--- config.mk ---
export PLATFORM = sky130hd
export DESIGN_NAME = univ_shift_reg
export DESIGN_NICKNAME = d
export VERILOG_FILES = /design/src/rtl/univ_shift_reg.sv
export SDC_FILE = /design/constraint.sdc
export NUM_CORES = 1
export LEC_CHECK = 0
export CAP_MARGIN = 10
export CORE_MARGIN = 10
export CORE_UTILIZATION = 39
export CTS_BUF_LIST = sky130_fd_sc_hd__clkbuf_8
export DETAILED_ROUTE_END_ITERATION = 16
export GPL_TIMING_DRIVEN = 0
export PLACE_DENSITY = 0.73
export SETUP_SLACK_MARGIN = 0.5
export SYNTH_ARGS = -nofsm -noshare
export SYNTH_HDL_FRONTEND = slang
export SYNTH_SLANG_ARGS = --single-unit
--- constraint.sdc ---
create_clock -name clk_i -period 1.1 [get_ports clk_i]
set_clock_uncertainty 0.15 [all_clocks]
set_input_delay 0.11 -clock clk_i [delete_from_list [all_inputs] [get_ports clk_i]]
set_output_delay 0.11 -clock clk_i [all_outputs]
set_load 0.1 [all_outputs]
--- src/rtl/univ_shift_reg.sv ---
`default_nettype none
// ============================================================================
// Module   : univ_shift_reg
// Brief    : Parametrised universal shift register with bit-budget counter.
//            Rotate modes enabled by defining UNIV_SHIFT_REG_ROTATE_EN.
// Revision : 1.0
// ============================================================================
module univ_shift_reg #(
   parameter int               WIDTH   = 8,
   parameter logic [WIDTH-1:0] RST_VAL = '0
) (
   input  logic                       clk_i,
   input  logic                       rst_n_i,
   input  logic [2:0]                 mode_i,
   input  logic [WIDTH-1:0]           data_i,
   input  logic                       sin_l_i,
   input  logic                       sin_r_i,
   output logic [WIDTH-1:0]           data_o,
   output logic                       sout_l_o,
   output logic                       sout_r_o,
   output logic [$clog2(WIDTH+1)-1:0] bits_left_o,
   output logic                       empty_o
);

   localparam int CW = $clog2(WIDTH+1);

   localparam logic [2:0]    c_MODE_HOLD  = 3'b000;
   localparam logic [2:0]    c_MODE_LOAD  = 3'b001;
   localparam logic [2:0]    c_MODE_SHL   = 3'b010;
   localparam logic [2:0]    c_MODE_SHR   = 3'b011;
`ifdef UNIV_SHIFT_REG_ROTATE_EN
   localparam logic [2:0]    c_MODE_ROTL  = 3'b100;
   localparam logic [2:0]    c_MODE_ROTR  = 3'b101;
`endif
   localparam logic [2:0]    c_MODE_CLR0  = 3'b110;
   localparam logic [2:0]    c_MODE_CLR1  = 3'b111;
   localparam logic [CW-1:0] c_FULL_COUNT = CW'(WIDTH);

   logic [WIDTH-1:0] r_data;
   logic [CW-1:0]    r_bits_left;
   logic [CW-1:0]    w_bits_dec;

   // Budget never wraps: shifting an exhausted word still moves data.
   assign w_bits_dec = (r_bits_left == '0) ? '0 : r_bits_left - CW'(1);

   always_ff @(posedge clk_i or negedge rst_n_i) begin
      if (!rst_n_i) begin
         r_data      <= RST_VAL;
         r_bits_left <= '0;
      end else begin
         case (mode_i)
            c_MODE_HOLD: begin
               r_data      <= r_data;
               r_bits_left <= r_bits_left;
            end
            c_MODE_LOAD: begin
               r_data      <= data_i;
               r_bits_left <= c_FULL_COUNT;
            end
            c_MODE_SHL: begin
               r_data      <= {r_data[WIDTH-2:0], sin_l_i};
               r_bits_left <= w_bits_dec;
            end
            c_MODE_SHR: begin
               r_data      <= {sin_r_i, r_data[WIDTH-1:1]};
               r_bits_left <= w_bits_dec;
            end
`ifdef UNIV_SHIFT_REG_ROTATE_EN
            c_MODE_ROTL: begin
               r_data      <= {r_data[WIDTH-2:0], r_data[WIDTH-1]};
               r_bits_left <= r_bits_left;
            end
            c_MODE_ROTR: begin
               r_data      <= {r_data[0], r_data[WIDTH-1:1]};
               r_bits_left <= r_bits_left;
            end
`endif
            c_MODE_CLR0, c_MODE_CLR1: begin
               r_data      <= RST_VAL;
               r_bits_left <= '0;
            end
            default: begin
               r_data      <= r_data;
               r_bits_left <= r_bits_left;
            end
         endcase
      end
   end

   assign data_o      = r_data;
   assign bits_left_o = r_bits_left;
   assign sout_l_o    = r_data[WIDTH-1];
   assign sout_r_o    = r_data[0];
   assign empty_o     = (r_bits_left == '0);

endmodule
`default_nettype wire

# Word-level counts from Yosys, hierarchy flattened
# Index checks and enable logic that the tools add are counted.
[word_totals] ff_bits=12 in_bits=15 word_cells=16
[classes] n_addsub=1 muxes=3 n_reduce_logical=5 eq_ne=5
[op_table] cell="one-hot mux 8 bit (4 select lines)" count=1
[op_table] cell="one-hot mux 4 bit (3 select lines)" count=1
[op_table] cell="== test 3 x 2 -> 1 bit (second input constant)" count=2
[op_table] cell="== test 3 bit (second input constant)" count=2
[op_table] cell="zero test 4 bit" count=1
[op_table] cell="2-to-1 mux 4 bit" count=1
[op_table] cell="nonzero test 4 bit" count=1
[op_table] cell="OR reduction 2 bit" count=2
[op_table] cell="subtractor 4 x 1 -> 4 bit (second input constant)" count=1
[op_table] cell="== test 3 x 1 -> 1 bit (second input constant)" count=1
[op_table] cell="nonzero test 3 bit" count=1

# Logic depth before layout (Yosys ltp)
[depth] word_depth=3 ltp_mapped=5

# Worst setup path after synthesis
# Ideal clock, no wire load.
[synth_path] path_kind="reg2reg" start="register r_bits_left[0] (netlist: bits_left_o[0])" end="register r_bits_left[0] (netlist: bits_left_o[0])" path_slack_ps=-3406 n_path_buf=0 synth_period_minus_slack_ps=4506 required_time_ps=830 stages_incl_launch_ff=4 arrival_time_ps=4236 path_cell_list="dfrtp_1 nor4_1 nor3_1 a21o_1"
[synth_between] elab_chain_len=3 elab_cells_between_ends=4 cone_classes="add/sub (1); mux (2); reduce/logical (1)"
[synth_lines] element="start, declared" line_no="40" text="logic [CW-1:0] r_bits_left;"
[synth_lines] element="start signal, assigned" line_no="54" text="r_bits_left <= r_bits_left;"
[synth_lines] element="start signal, assigned" line_no="58" text="r_bits_left <= c_FULL_COUNT;"
[synth_lines] element="start signal, assigned" line_no="62" text="r_bits_left <= w_bits_dec;"
[synth_lines] element="zero test 4 bit"
[synth_lines] element="named net empty_o" line_no="22" text="output logic empty_o"
[synth_lines] element="2-to-1 mux 4 bit" line_no="44" text="assign w_bits_dec = (r_bits_left == '0) ? '0 : r_bits_left - CW'(1);"
[synth_lines] element="one-hot mux 4 bit (3 select lines)" line_no="51" text="case (mode_i)"
# The timed path passes the listed nets, and every way through them passes these cells.
# A chain may end at the register's enable or synchronous reset.

# Worst setup path in the final report
[layout_path] start="register r_bits_left[2] (netlist: bits_left_o[2])" end="output port empty_o"
[layout_between] elab_chain_len=1
[layout_lines] element="zero test 4 bit" line_no="94" text="assign empty_o = (r_bits_left == '0);"
[layout_lines] element="end, declared" line_no="22"
# No other way between the ends.

==> metrics.csv <==
stage,metric,value,unit
synth,main area contributors after synthesis,"dfrtp_1 41%, mux2_2 9.2%, o2bb2ai_1 7.2%, a22oi_1 6.1%, and2b_1 3.1%",
global_route,gr ovfl total,0,
job,max-cap violations,0,
critical_path,slowest CP cell,dfrtp_4,
pwr,P_sw,1.01,mW
timing,Setup WS post-layout,-0.497,ns
critical_path,Crit Path Category,reg -> out,
routing,TritonRoute pass-1 iters,4,
timing,hold slack,-0.189,ns
clocking,clk sinks,12,
global_route,gr busiest metal,met2,
hold_path,Hold WC Path Type,in -> async,
synth,Post-Synth XOR/XNOR Area,0,%
clocking,clock buffer depth,2,
synth,"FF+latch count, synth",12,
place,Port Buffers,28,
routing,Avg WL per Cell,23.0,um
critical_path,CP bufs+invs,1,
pwr,Power Dens Cells,1510,mW/mm^2
timing,minimum clock period,1.60,ns
critical_path,critical path's largest stage delay,0.51,ns
routing,initial DRC count,16,
pwr,Pint,1.34,mW
floorplanning,row cnt,15,
critical_path,critical path required time,0.84,ns
clocking,TritonCTS buffer count,3,
synth,main flop type after synthesis,dfrtp_1,
synth,Yosys top cell by area,dfrtp_1,
critical_path,crit path capture type,output pin,
place,Final Wtd Congestion,0.749,
critical_path,CP arrival,1.34,ns
routing,Vias/cell,5.91,
clocking,"CTS clk-pin slew, worst paths",0.06,ns
pwr,combinational group share of total power,52.7,%
clocking,worst skew pair latency,0.24,ns
synth,Yosys warning count,0,
clocking,Clock Tree Root,clkbuf_8,
global_route,number of global-route vias before repair,788,
timing,slew of the pin with the lowest slew margin,0.560,ns
routing,drt total wl,3.17,mm
timing,max frequency,626,MHz
synth,largest family of logic cells by synthesized area,compound AO/OA/AOI/OAI gates,
pwr,switching part of the total,42.9,%
global_route,global-route wire length before repair,4.20,mm
critical_path,CP top delay family,flip-flops,
floorplanning,Initial Utilization,41.6,%
finish,fill cell count,80,
floorplanning,die height,63.4,um
global_route,GR Util met2,20.9,%
synth,Compound-Gate Fraction of Synth Area,26.6,%
synth,sequential area share after synthesis,41.0,%
clocking,# H-tree levels,1,
pwr,Worst VDD drop,0.00119,V
global_route,largest net degree at the start of global routing,13,
timing,Worst slew margin,62.7,%
synth,Cells after Synth,67,
routing,via count,815,
synth,mux cell area share after synthesis,11.9,%
critical_path,Worst setup SP type,register,
synth,Post-Synth Adder-Cell Area,0,%
floorplanning,die area,0.00401,mm^2
timing,setup violators final,26,
run_status,failing checks,"hold timing, setup timing",
finish,P&R area growth vs syn,111,%
pwr,clock power share,21.4,%
critical_path,Critical Path Fanout Max,5,
floorplanning,IO Pins,30,
clocking,CTS tree,built,
synth,top-area cell type share of the netlist area,41.0,%
place,detailed placement HPWL,1.56,mm
global_route,GR Layer Usage met3,3.71,%
global_route,GR Util met1,15.5,%
floorplanning,die width,63.4,um
synth,area of the mapped netlist,733,um^2
synth,post-synthesis cell type count,31,
global_route,gr usage total,12.8,%
synth,syn_nets,82,
timing,RSZ-0062 raised after global routing,true,
finish,"commonest non-fill, non-tap cell in the layout",buf_12,
synth,number of synthesized flops with an enable pin,0,
timing,final setup TNS,-5.24,ns
place,pre-CTS WS,-1.14,ns
critical_path,crit-path cells,"nor4_4, buf_6",
synth,Async SR Flop Fraction,100,%
pwr,Seq pwr share,26.0,%
pwr,P_leak,0.640,nW
finish,most frequent cells in the layout,"17 x buf_12, 12 x dfrtp_4, 12 x buf_4",
floorplanning,Core Area,0.00176,mm^2
routing,DRC viols,0,
finish,n_diodes,0,
timing,Final Cycle Share,145,%
routing,post-detailed-route count of antenna-violating nets,0,
run_status,run status,finished with violations,
synth,Post-Synth Simple-Gate Area,11.9,%
timing,"Slew Viols, Final",0,
timing,Final Hold Viols,12,
finish,Nets,129,
global_route,initial antenna violation count,0,
synth,syn_area_per_cell,10.9,um^2
finish,proportion of layout cells with a drive suffix above 1,68.1,%
[flip-flops by register name, summed over array words and instances, names as in the netlist]
signal,count
data_o,8
bits_left_o,4
[synthesized netlist by cell type (2+ instances only)]
master	n
dfrtp_1	12
a22oi_1	6
mux2_2	6
o2bb2ai_1	6
and2b_1	3
nor3_1	3
buf_4	2
inv_1	2
mux2i_1	2
nand2b_1	2
nor2_1	2
o21ai_0	2
[per-stage QoR]
stage | area (um^2) | hold slack, ns | power [mW] | instances | utilization (%)
floorplan | 837 | -0.336 | 1.26 | 67 | -
global placement | 1150 | 0.344 | 1.49 | 120 | 65.1
detailed placement | 1150 | 0.349 | 1.49 | 120 | 65.1
CTS | 1440 | -0.169 | 2.22 | 131 | 81.3
global route | 1550 | -0.171 | 2.40 | 138 | 87.8
finish | 1550 | -0.189 | 2.34 | 138 | 87.8
[cell families (layout without fill, tap and decap cells)]
group	after synthesis	in the layout
simple gates	15	15
buf+inv	8	54
flops	12	12
compound gates	24	24
mux	8	8
[repair_timing]
| item | in CTS | in global routing |
|---|---|---|
| endpoints found under the setup margin | 39 | 27 |
| gates resized for setup | 148 | 11 |
| endpoints found under the hold margin | 12 | 12 |
| pin swaps | 1 | 4 |
| buffers inserted | 7 | 7 |
[per-layer routing]
| layer | wire [um] | vias up | share of wire (%) |
|---|---|---|---|
| met5 | 0 | - | 0 |
| met3 | 203 | 16 | 6.4 |
| met1 | 1150 | 402 | 36 |
| met2 | 1700 | 42 | 54 |
| li1 | - | 355 | - |
| met4 | 113 | 0 | 3.6 |
[power groups by stage]
stage	registers (mW)	logic (mW)	clock network (mW)
final	0.609	1.23	0.501
after global routing	0.618	1.26	0.520
after CTS	0.604	1.11	0.513
after detailed placement	0.597	0.895	0
after global placement	0.596	0.892	0
after floorplan	0.915	0.350	0
[worst paths after layout]
kind,start,slack (ns),to,depth (start not counted)
setup / recovery,bits_left_o[2],-0.50,empty_o,2
hold / removal,rst_n_i,-0.19,data_o[3],1
setup reg to reg,bits_left_o[0],-0.50,bits_left_o[2],6
hold reg to reg,data_o[5],0.43,data_o[5],1
max in group asynchronous,rst_n_i,0.57,data_o[1],1
min in group clk_i,mode_i[1],0.11,data_o[1],3
[layout make-up]
| class | count | area [um^2] | area share (%) |
|---|---|---|---|
| buffer | 6 | 83.8 | 5.41 |
| clock buffer | 4 | 55.1 | 3.55 |
| inverter | 2 | 7.51 | 0.485 |
| multi-input combinational | 47 | 494 | 31.9 |
| sequential | 12 | 345 | 22.3 |
| tap | 25 | 31.3 | 2.02 |
| timing repair buffer | 42 | 532 | 34.3 |
No activity file was read; power rests on OpenSTA's default activity.
